**config.mk**
```make
export PLATFORM = sky130hd
export DESIGN_NAME = fighter_scene
export DESIGN_NICKNAME = d
export VERILOG_FILES = /design/src/rtl/fighter_pkg.sv /design/src/rtl/fighter_player.sv /design/src/rtl/fighter_scene.sv
export SDC_FILE = /design/constraint.sdc
export NUM_CORES = 1
export LEC_CHECK = 0
export BUFFER_PORTS_ARGS = -buffer_cell sky130_fd_sc_hd__buf_2
export CAP_MARGIN = 20
export CORE_MARGIN = 1
export CORE_UTILIZATION = 25
export CTS_CLUSTER_DIAMETER = 120
export DETAILED_ROUTE_END_ITERATION = 7
export GPL_TIMING_DRIVEN = 0
export HOLD_SLACK_MARGIN = 0.1
export PLACE_DENSITY = 0.38
export SYNTH_ARGS = -nofsm -noshare
export SYNTH_HDL_FRONTEND = slang
export SYNTH_HIERARCHICAL = 1
export SYNTH_SLANG_ARGS = --single-unit
```
**constraint.sdc**
```tcl
create_clock -name clk_pix -period 6 [get_ports clk_pix]
set_clock_uncertainty 0.05 [all_clocks]
set_input_delay 1.2 -clock clk_pix [delete_from_list [all_inputs] [get_ports clk_pix]]
set_output_delay 1.2 -clock clk_pix [all_outputs]
set_load 0.01 [all_outputs]
```
**src/rtl/fighter_pkg.sv**
```systemverilog
// Shared types and constants for the two-fighter scene: jump states, palette
// and the coordinate width used by every position register.
package fighter_pkg;

   localparam int CW = 10;
   localparam int GW = CW + 1;

   typedef enum logic [1:0] {
      IDLE = 2'd0,
      RISE = 2'd1,
      FALL = 2'd2
   } jump_state_t;

   localparam logic [23:0] COL_P0    = 24'hFF0000;
   localparam logic [23:0] COL_P1    = 24'h0000FF;
   localparam logic [23:0] COL_FLOOR = 24'h008000;
   localparam logic [23:0] COL_BG    = 24'h202020;

   // Half-open span test done one bit wider so lo+len can never wrap.
   function automatic logic in_span(logic [CW-1:0] pos, logic [CW-1:0] lo,
                                    logic [GW-1:0] len);
      return ({1'b0, pos} >= {1'b0, lo}) && ({1'b0, pos} < ({1'b0, lo} + len));
   endfunction

endpackage

```
**src/rtl/fighter_player.sv**
```systemverilog
// One fighter: jump FSM with its y register, plus the clamped horizontal
// candidate that the scene arbitrates before committing x.
//
// state | meaning
// IDLE  | standing on the floor, a jump press starts RISE
// RISE  | moving up SPEED per tick until the apex
// FALL  | moving down SPEED per tick until back on the floor
module fighter_player import fighter_pkg::*; #(
   parameter int H_RES   = 640,
   parameter int BOX_W   = 40,
   parameter int FLOOR_Y = 400,
   parameter int SPEED   = 4,
   parameter int JUMP_H  = 80
) (
   input  logic          clk_pix,
   input  logic          sim_rst,
   input  logic          tick,
   input  logic          btn_left,
   input  logic          btn_right,
   input  logic          btn_jump,
   input  logic [CW-1:0] x,
   output logic [CW-1:0] x_cand,
   output logic [CW-1:0] y,
   output jump_state_t   state
);

   localparam logic [GW-1:0] X_MAX   = GW'(H_RES - BOX_W);
   localparam logic [GW-1:0] X_STEP  = GW'(SPEED);
   localparam logic [CW-1:0] Y_FLOOR = CW'(FLOOR_Y);
   localparam logic [CW-1:0] Y_APEX  = CW'(FLOOR_Y - JUMP_H);
   localparam logic [CW-1:0] Y_STEP  = CW'(SPEED);

   logic [GW-1:0] x_next;
   logic [CW-1:0] y_up;
   logic [CW-1:0] y_dn;

   // Left saturates at zero rather than wrapping through the guard bit.
   always_comb begin
      x_next = {1'b0, x};
      if (btn_left && !btn_right)
         x_next = ({1'b0, x} < X_STEP) ? '0 : {1'b0, x} - X_STEP;
      else if (btn_right && !btn_left)
         x_next = {1'b0, x} + X_STEP;
      if (x_next > X_MAX)
         x_next = X_MAX;
   end

   assign x_cand = x_next[CW-1:0];
   assign y_up   = y - Y_STEP;
   assign y_dn   = y + Y_STEP;

   always_ff @(posedge clk_pix or posedge sim_rst) begin
      if (sim_rst) begin
         state <= IDLE;
         y     <= Y_FLOOR;
      end else if (tick) begin
         case (state)
            IDLE: begin
               y <= Y_FLOOR;
               if (btn_jump)
                  state <= RISE;
            end
            RISE: begin
               y <= y_up;
               if (y_up == Y_APEX)
                  state <= FALL;
            end
            FALL: begin
               y <= y_dn;
               if (y_dn == Y_FLOOR)
                  state <= IDLE;
            end
            default: begin
               state <= IDLE;
               y     <= Y_FLOOR;
            end
         endcase
      end
   end

endmodule

```
**src/rtl/fighter_scene.sv**
```systemverilog
// Two-player fighter scene: raster scanner, per-frame position update with
// non-overlap arbitration, and a single registered pixel output stage.
module fighter_scene import fighter_pkg::*; #(
   parameter int H_RES   = 640,
   parameter int V_RES   = 480,
   parameter int BOX_W   = 40,
   parameter int BOX_H   = 40,
   parameter int FLOOR_Y = 400,
   parameter int SPEED   = 4,
   parameter int JUMP_H  = 80
) (
   input  logic          clk_pix,
   input  logic          sim_rst,
   input  logic [1:0]    btn_left,
   input  logic [1:0]    btn_right,
   input  logic [1:0]    btn_jump,
   output logic [CW-1:0] sdl_sx,
   output logic [CW-1:0] sdl_sy,
   output logic          sdl_de,
   output logic [7:0]    sdl_r,
   output logic [7:0]    sdl_g,
   output logic [7:0]    sdl_b
);

   localparam logic [CW-1:0] SX_MAX     = CW'(H_RES - 1);
   localparam logic [CW-1:0] SY_MAX     = CW'(V_RES - 1);
   localparam logic [CW-1:0] X1_INIT    = CW'(H_RES - BOX_W);
   localparam logic [GW-1:0] BOX_WG     = GW'(BOX_W);
   localparam logic [GW-1:0] BOX_HG     = GW'(BOX_H);
   localparam logic [GW-1:0] FLOOR_BAND = GW'(FLOOR_Y + BOX_H);

   logic [CW-1:0] sx, sy;
   logic          frame_tick;
   logic [CW-1:0] x0, x1, c0, c1, y0, y1;
   jump_state_t   st0, st1;
   logic          overlap;
   logic [23:0]   rgb;

   always_ff @(posedge clk_pix or posedge sim_rst) begin
      if (sim_rst) begin
         sx <= '0;
         sy <= '0;
      end else if (sx == SX_MAX) begin
         sx <= '0;
         sy <= (sy == SY_MAX) ? '0 : sy + 1'b1;
      end else begin
         sx <= sx + 1'b1;
      end
   end

   assign frame_tick = (sx == SX_MAX) && (sy == SY_MAX);

   fighter_player #(
      .H_RES(H_RES), .BOX_W(BOX_W), .FLOOR_Y(FLOOR_Y), .SPEED(SPEED), .JUMP_H(JUMP_H)
   ) u_p0 (
      .clk_pix(clk_pix), .sim_rst(sim_rst), .tick(frame_tick),
      .btn_left(btn_left[0]), .btn_right(btn_right[0]), .btn_jump(btn_jump[0]),
      .x(x0), .x_cand(c0), .y(y0), .state(st0)
   );

   fighter_player #(
      .H_RES(H_RES), .BOX_W(BOX_W), .FLOOR_Y(FLOOR_Y), .SPEED(SPEED), .JUMP_H(JUMP_H)
   ) u_p1 (
      .clk_pix(clk_pix), .sim_rst(sim_rst), .tick(frame_tick),
      .btn_left(btn_left[1]), .btn_right(btn_right[1]), .btn_jump(btn_jump[1]),
      .x(x1), .x_cand(c1), .y(y1), .state(st1)
   );

   // P0 is always on the left; any contact violation freezes both players.
   assign overlap = ({1'b0, c0} + BOX_WG) > {1'b0, c1};

   always_ff @(posedge clk_pix or posedge sim_rst) begin
      if (sim_rst) begin
         x0 <= '0;
         x1 <= X1_INIT;
      end else if (frame_tick && !overlap) begin
         x0 <= c0;
         x1 <= c1;
      end
   end

   always_comb begin
      rgb = COL_BG;
      if (in_span(sx, x0, BOX_WG) && in_span(sy, y0, BOX_HG))
         rgb = COL_P0;
      else if (in_span(sx, x1, BOX_WG) && in_span(sy, y1, BOX_HG))
         rgb = COL_P1;
      else if ({1'b0, sy} >= FLOOR_BAND)
         rgb = COL_FLOOR;
   end

   always_ff @(posedge clk_pix or posedge sim_rst) begin
      if (sim_rst) begin
         sdl_sx <= '0;
         sdl_sy <= '0;
         sdl_de <= 1'b0;
         sdl_r  <= '0;
         sdl_g  <= '0;
         sdl_b  <= '0;
      end else begin
         sdl_sx <= sx;
         sdl_sy <= sy;
         sdl_de <= 1'b1;
         sdl_r  <= rgb[23:16];
         sdl_g  <= rgb[15:8];
         sdl_b  <= rgb[7:0];
      end
   end

endmodule

```
==> results by group, run 1 <==
Outcome
  • Outcome: complete, no violations

Routing
  • Drt total wl: 21500 µm
  • Metal3 WL: 390 µm
  • Routed Antenna Nets: 0
  • Top layer used by detailed routing: met4
  • Routed vias/inst: 4.73
  • Avg WL per Cell: 15.7 µm
  • DRC viols: 0
  • Drt first pass iters: 4
  • Via count: 6478
  • Met2 wire length: 10600 µm
  • Metal1 wirelength: 10400 µm
  • First-iteration detailed-routing DRC count: 221

Worst setup path
  • CP Capture Type: register
  • RR Endpoint: x1[0]$_DFFE_PP0P_
  • Crit path largest cell delay: 410 ps
  • Critical-path top delay cell: dfrtp_1
  • Crit path cell chain: clkbuf_1, inv_1, ha_1, nor3b_1, nand2_1, o32ai_4, and3b_4, o311ai_4, or2_1, ha_1, o2111ai_1, xnor2_1, ha_1, nand3_1, nor3_1, nor2_1, a31oi_1, o311ai_1, buf_6, mux2_4
  • R2R Setup Slk: 990 ps
  • Required time worst endpoint: 6180 ps
  • Most used cell, CP: ha_1
  • CP startpoint kind: register
  • Crit-path max FO: 10
  • Worst Path Arrival: 5190 ps
  • Worst Reg-to-Reg Cells: 20
  • FF-to-FF Start: x0[2]$_DFFE_PP0P_
  • Crit path kind: register to register

Final layout
  • Finished Cell Area: 9080 µm²
  • Area growth syn-to-layout: 13.7%
  • Non-Filler Instances: 1371
  • Diodes inserted: 0
  • Net count, final: 1076
  • Final Util: 0.288
  • Layout cells sized above 1: 0.146

GRT
  • Gr usage total: 0.138
  • Number of antenna violations at the first check in global routing: 0
  • Largest net degree at the start of global routing: 42
  • First-pass GRT wire length: 36100 µm
  • Grt ovf: 0
  • Vias in the first global route: 6626

Floorplan
  • Die area: 32700 µm²
  • Number of core rows: 65
  • Die height: 181 µm
  • Core area: 31500 µm²
  • # IOs: 53
  • Initial Util: 0.254
  • Die Wd: 181 µm

Placement
  • GP Congestion: 0.759
  • DP Wirelength: 16400 µm
  • Cells after DPL: 1355
  • PortBufs: 46
  • Placed cell areas: 8790 µm²

Clock tree
  • Latest clock arrival within the worst-skew pair: 360 ps
  • Post-CTS sizing: 0
  • CTS Buf Count: 9
  • Num Clock Sinks: 87
  • Setup Buffers After CTS: 0
  • Clock-pin slew on the worst setup and hold paths: 70 ps
  • Root Driver: clkbuf_16
  • CTS tree: yes
  • Cts hold-fix bufs: 0
  • H-tree levels: 3
  • Clk buf depth: 2

Flow run
  • Number of max-cap violations: 0

Timing
  • Final Setup Violations: 0
  • Relative slew slack: 0.564
  • RSZ-0062 raised after global routing: no
  • Hold Fails Final Rpt: 0
  • Final Max Slew Viols: 0
  • Final period utilization: 0.834
  • Fin Setup TNS: 0 ps
  • Max frequency: 0.200 GHz
  • Slew @ Worst Pin: 637 ps
  • Min Tclk post-route: 5010 ps

Power
  • PD cells: 136 nW/µm²
  • Leak pwr: 0.00439 µW
  • Design Power: 1230 µW
  • Max VDD drop: 0.000130 V

Synth
  • Predominant post-synthesis flop cell: dfrtp_1
  • Register area share after synthesis: 0.274
  • Post-synthesis cell type count: 76
  • Post-synth top area share: 0.241
  • Post-synth top area cell: dfrtp_1
  • Synthesis-stage register bit count: 87
  • FFs w/ async S/R, synth: 1.00
  • Most numerous cell in the Yosys netlist: ha_1
  • Top cells by count, synth: 104 x ha_1, 89 x inv_1, 77 x dfrtp_1, 61 x nand2_1, 55 x nor2_1
  • Post-Syn Area per Cell: 8.89 µm²
  • Synth Instances: 898
  • Synth top area cells: dfrtp_1 24%, ha_1 16%, xnor2_1 4.3%
  • Post-synth EDFFs: 0
  • Mapped Area: 7980 µm²
  • Yosys warns: 6

Worst hold path
  • Hold Crit Class: register to register
  • Worst hold stages: 0
  • Hold Crit Start: sy[0]$_DFFE_PP0N_
  • Hold Path Sink: sdl_sy[0]$_DFF_PP0_
cell usage in the layout, fill, tap and decap left out, types with 11 or more instances in the layout:
cell      count
o211ai_1     11
ha_1        104
nor3_1       17
nand4_1      19
dfrtp_1      77
a21o_1       15
nand2_1      61
xor2_1       17
buf_2        49
nand3_1      34
a21oi_1      35
mux2i_1      19
nor2b_1      14
nor2_1       54
o21ai_0      35
clkbuf_1     24
conb_1       11
buf_4        22
xnor2_1      39
and3_1       13
inv_1        88
nand2b_1     11
metal layers:
layer / global-route usage / up-vias
li1: - / 3320
met1: 0.180 / 3095
met2: 0.242 / 53
met3: 0.0206 / 10
met4: 0.0270 / 0
met5: 0 / -
worst max-delay path by stage:
stage	start	to	depth (start not counted)
final	x0[2]$_DFFE_PP0P_	x1[0]$_DFFE_PP0P_	20
after global routing	x0[2]$_DFFE_PP0P_	x1[7]$_DFFE_PP0P_	18
after floorplan	btn_left[0]	x0[0]$_DFFE_PP0P_	18
after detailed placement	btn_right[0]	x0[8]$_DFFE_PP0P_	19
after CTS	x0[2]$_DFFE_PP0P_	x0[0]$_DFFE_PP0P_	20
after global placement	btn_right[0]	x0[7]$_DFFE_PP0P_	19
critical path: cells and delay by family (launching register included):
family / cells / cell delay, ps
muxes: 1 / 300
xor gates and xnor gates: 1 / 170
buffers and inverters: 3 / 650
and+or+nand+nor: 7 / 1470
DFF: 1 / 410
adders and majority gates: 3 / 720
AOI/OAI and AO/OA: 5 / 1130
sequential cells by signal, indices dropped and copies added (netlist names):
signal      count
x0             10
sdl_sy         10
u_p1/state      2
sx             10
u_p0/state      2
sdl_de          1
sdl_b           2
sdl_sx         10
sdl_r           2
u_p0/y          8
sdl_g           2
u_p1/y          8
x1             10
sy             10
logic make-up (layout without fill, tap and decap cells):
logic type                 count (synthesis)  count (layout)  synth area share
AOI/OAI and AO/OA                        178             178             0.165
xor gates and xnor gates                  56              56            0.0614
adders and majority gates                104             104             0.163
buffers and inverters                    142             206            0.0804
DFF                                       87              87             0.274
muxes                                     31              31            0.0454
other                                      4              11           0.00188
and+or+nand+nor                          296             296             0.208
stage by stage:
| step | worst slack (ps) | hold slack, ps |
|---|---|---|
| after detailed placement | 721 | 439 |
| after CTS | 943 | 448 |
| after global placement | 701 | 441 |
| after floorplan | 1280 | 350 |
| after global routing | 496 | 454 |
| final | 993 | 434 |
power breakdown:
| part | internal [µW] | switching (µW) |
|---|---|---|
| logic | 28.4 | 47.6 |
| registers | 587 | 0.0599 |
| clock network | 305 | 264 |
| total | 920 | 312 |
area by class of cell:
type                       count  area, µm²
buffer                        53        308
clock buffer                  12        256
clock inverter                 4       30.0
fill                        3427      22400
inverter                      89        337
multi-input combinational    676       5180
sequential                    87       2190
tap                          402        503
timing repair buffer          48        273
(Power assumes the default switching activity.)
==> inputs of run 2 (changes only) <==
- ABC_AREA: not set -> 1
- PLACE_DENSITY: 0.38 -> 0.39
- clock period: 6 -> 4.5 ns (I/O delays scaled with it)
==> run 2 against run 1 <==
Setup slack lost 590 ps. Die area increased by 2.7%. Utilization increased by 0.54 points. Synthesized cell count increased by 33%. Combinational power is 18% higher. Global-route usage is 0.16 points lower. Count of clock-buffer cells in the layout is 3 lower. Critical path type is now input pin to register.
==> results by group, run 2 <==
Outcome
  • Outcome: complete, no violations

Clock tree
  • Root Driver: clkbuf_16
  • Num Clock Sinks: 87 (unchanged)
  • Cts hold-fix bufs: 0 (unchanged)
  • CTS tree: yes
  • Clk buf depth: 2 (unchanged)
  • H-tree levels: 3 (unchanged)
  • Post-CTS sizing: 0 (unchanged)
  • Setup Buffers After CTS: 0 (unchanged)
  • CTS Buf Count: 9 (unchanged)
  • Clock-pin slew on the worst setup and hold paths: 70 ps (about the same)
  • Latest clock arrival within the worst-skew pair: 350 ps (about the same)

Worst setup path
  • Crit path to: x1[8]$_DFFE_PP0P_
  • Worst Reg-to-Reg Cells: 27 (+35%)
  • CP Capture Type: register
  • Worst Path Arrival: 4330 ps (-860 ps)
  • Crit-path max FO: 10 (unchanged)
  • Crit path largest cell delay: 310 ps (-100 ps)
  • Crit path depth: 29 (+45%)
  • Required time worst endpoint: 4730 ps (-1450 ps)
  • R2R Setup Slk: 420 ps (-570 ps)
  • FF-to-FF Start: x0[3]$_DFFE_PP0P_
  • Most used cell, CP: nand2_1
  • CP top delay family: simple AND/OR/NAND/NOR gates
  • CP startpoint kind: input pin
  • Worst setup startpoint: btn_left[0]
  • Critical-path top delay cell: ha_1
  • Worst path buffer plus inverter count: 5 (+2)
  • Crit path kind: input pin to register
  • RR Endpoint: x1[8]$_DFFE_PP0P_

Timing
  • Hold Fails Final Rpt: 0 (unchanged)
  • Relative slew slack: 0.624 (+0.0593)
  • Final Setup Violations: 0 (unchanged)
  • RSZ-0062 raised after global routing: no
  • Slew @ Worst Pin: 562 ps (-74.5 ps)
  • Final period utilization: 0.911
  • Final Max Slew Viols: 0 (unchanged)
  • Max frequency: 0.244 GHz
  • Worst hold slack: 380 ps (-53.7 ps)
  • Min Tclk post-route: 4100 ps

Final layout
  • Final Util: 0.294 (+0.00539)
  • Most frequent cells in the layout: 314 x nand2_1, 196 x inv_1, 110 x nand3_1
  • Layout cells sized above 1: 0.110 (-0.0359)
  • Finished Cell Area: 9370 µm² (+3.2%)
  • Commonest non-fill, non-tap cell in the layout: nand2_1
  • Area growth syn-to-layout: 14.2%
  • Net count, final: 1375 (+28%)
  • Diodes inserted: 0 (unchanged)

Placement
  • PortBufs: 46 (unchanged)
  • DP Wirelength: 17200 µm (+4.7%)
  • GP Congestion: 0.820 (+8.1%)
  • Placed cell areas: 9030 µm² (+2.7%)

Routing
  • DRC viols: 0 (unchanged)
  • Routed Antenna Nets: 0 (unchanged)
  • Routed vias/inst: 4.35 (-7.9%)
  • Avg WL per Cell: 12.9 µm (-18%)
  • First-iteration detailed-routing DRC count: 335 (+52%)
  • Drt first pass iters: 5 (+1)
  • Drt total wl: 21900 µm (+1.7%)
  • Metal3 WL: 478 µm (+23%)
  • Metal1 wirelength: 10400 µm (+0.23%)
  • Top layer used by detailed routing: met4
  • Met2 wire length: 10900 µm (+3.0%)
  • Via count: 7412 (+14%)

Synth
  • Most numerous cell in the Yosys netlist: nand2_1
  • Post-synth top area cell: dfrtp_1
  • Post-synth top area share: 0.235 (-0.00641)
  • Top cells by count, synth: 316 x nand2_1, 198 x inv_1, 110 x nand3_1, 104 x ha_1, 95 x nor2_1
  • Synth top area cells: dfrtp_1 23%, ha_1 16%, nand2_1 14%
  • Synthesis-stage register bit count: 87 (unchanged)
  • Post-Syn Area per Cell: 6.85 µm² (-23%)
  • Predominant post-synthesis flop cell: dfrtp_1
  • Synth Instances: 1198 (+33%)
  • Post-synth EDFFs: 0 (unchanged)
  • Yosys warns: 6 (unchanged)
  • Mapped Area: 8200 µm² (+2.7%)
  • Post-synthesis cell type count: 36 (-53%)
  • FFs w/ async S/R, synth: 1.00 (unchanged)
  • Register area share after synthesis: 0.267 (-0.00728)

Floorplan
  • Die Wd: 183 µm (+1.3%)
  • Core area: 31900 µm² (+1.3%)
  • Number of core rows: 65 (unchanged)
  • Initial Util: 0.257 (+0.00359)
  • Die height: 183 µm (+1.3%)
  • # IOs: 53 (unchanged)
  • Die area: 33500 µm² (+2.7%)

Worst hold path
  • Hold Crit Class: register to register

GRT
  • Grt ovf: 0 (unchanged)
  • Gr usage total: 0.137 (-0.00156)
  • Vias in the first global route: 7233 (+9.2%)
  • Number of antenna violations at the first check in global routing: 0 (unchanged)
  • First-pass GRT wire length: 36800 µm (+1.8%)
  • Largest net degree at the start of global routing: 66 (+57%)

Power
  • Max VDD drop: 0.000169 V (+30%)
  • Leak pwr: 0.00501 µW (+14%)
  • PD cells: 178 nW/µm² (+31%)

Flow run
  • Number of max-cap violations: 0 (unchanged)
==> run 2: layout make-up <==
cell class	instances	area, µm²
plain buffers	35	265
clock buffers	9	225
clock inverters	7	78.8
fillers	3566	22500
inverters	200	753
multi-input cells	883	5040
flip-flops and latches	87	2200
well taps	435	544
repair buffers	47	258
==> run 2: worst min path at each step <==
stage / start / to / depth (start not counted)
finish: sy[0]$_DFFE_PP0N_ / sdl_sy[0]$_DFF_PP0_ / 0
global route: sim_rst / sdl_sy[6]$_DFF_PP0_ / 2
CTS: sim_rst / sdl_sy[6]$_DFF_PP0_ / 2
detailed placement: sy[0]$_DFFE_PP0N_ / sdl_sy[0]$_DFF_PP0_ / 0
global placement: sy[0]$_DFFE_PP0N_ / sdl_sy[0]$_DFF_PP0_ / 0
floorplan: sy[0]$_DFFE_PP0N_ / sdl_sy[0]$_DFF_PP0_ / 0
==> run 2: worst register-to-register path: cells and delay by family (launching register included) <==
| family | cells | cell delay, ps |
|---|---|---|
| and+or+nand+nor | 20 | 2220 |
| adders and majority gates | 3 | 820 |
| DFF | 1 | 510 |
| buffers and inverters | 3 | 300 |
| xor gates and xnor gates | 1 | 140 |
==> run 2: metal layers <==
metal / GRT usage / vias up
met1: 0.173 / 3383
met2: 0.246 / 80
met4: 0.0247 / 0
met3: 0.0208 / 11
met5: 0 / -
li1: - / 3938
==> run 2: cell families (layout without fill, tap and decap cells) <==
group,count (synthesis),after routing,share of synthesized area
AO/OA/AOI/OAI,129,129,0.0860
XOR/XNOR,47,47,0.0502
adder cells (fa/ha/maj),104,104,0.159
buffers and inverters,235,298,0.123
flip-flops,87,87,0.267
other,4,11,0.00183
AND/OR/NAND/NOR,592,592,0.313
==> run 2: through the flow <==
step | setup TNS (ps) | total power [µW] | cells | setup slack (ps)
3_3_place_gp | -2650 | 885 | 1686 | -183
4_1_cts | 0 | 1710 | 1703 | 215
6_report | 0 | 1670 | 1703 | 402
2_1_floorplan | 0 | 860 | 1205 | 670
5_1_grt | 0 | 1750 | 1703 | 5.75
3_5_place_dp | -2040 | 888 | 1687 | -152
==> run 2: where the power goes <==
part / switching [µW] / leakage [µW] / internal (µW)
logic: 60.5 / 0.00373 / 29.4
registers: 0.110 / 0.00113 / 782
clock network: 361 / 0.000151 / 438
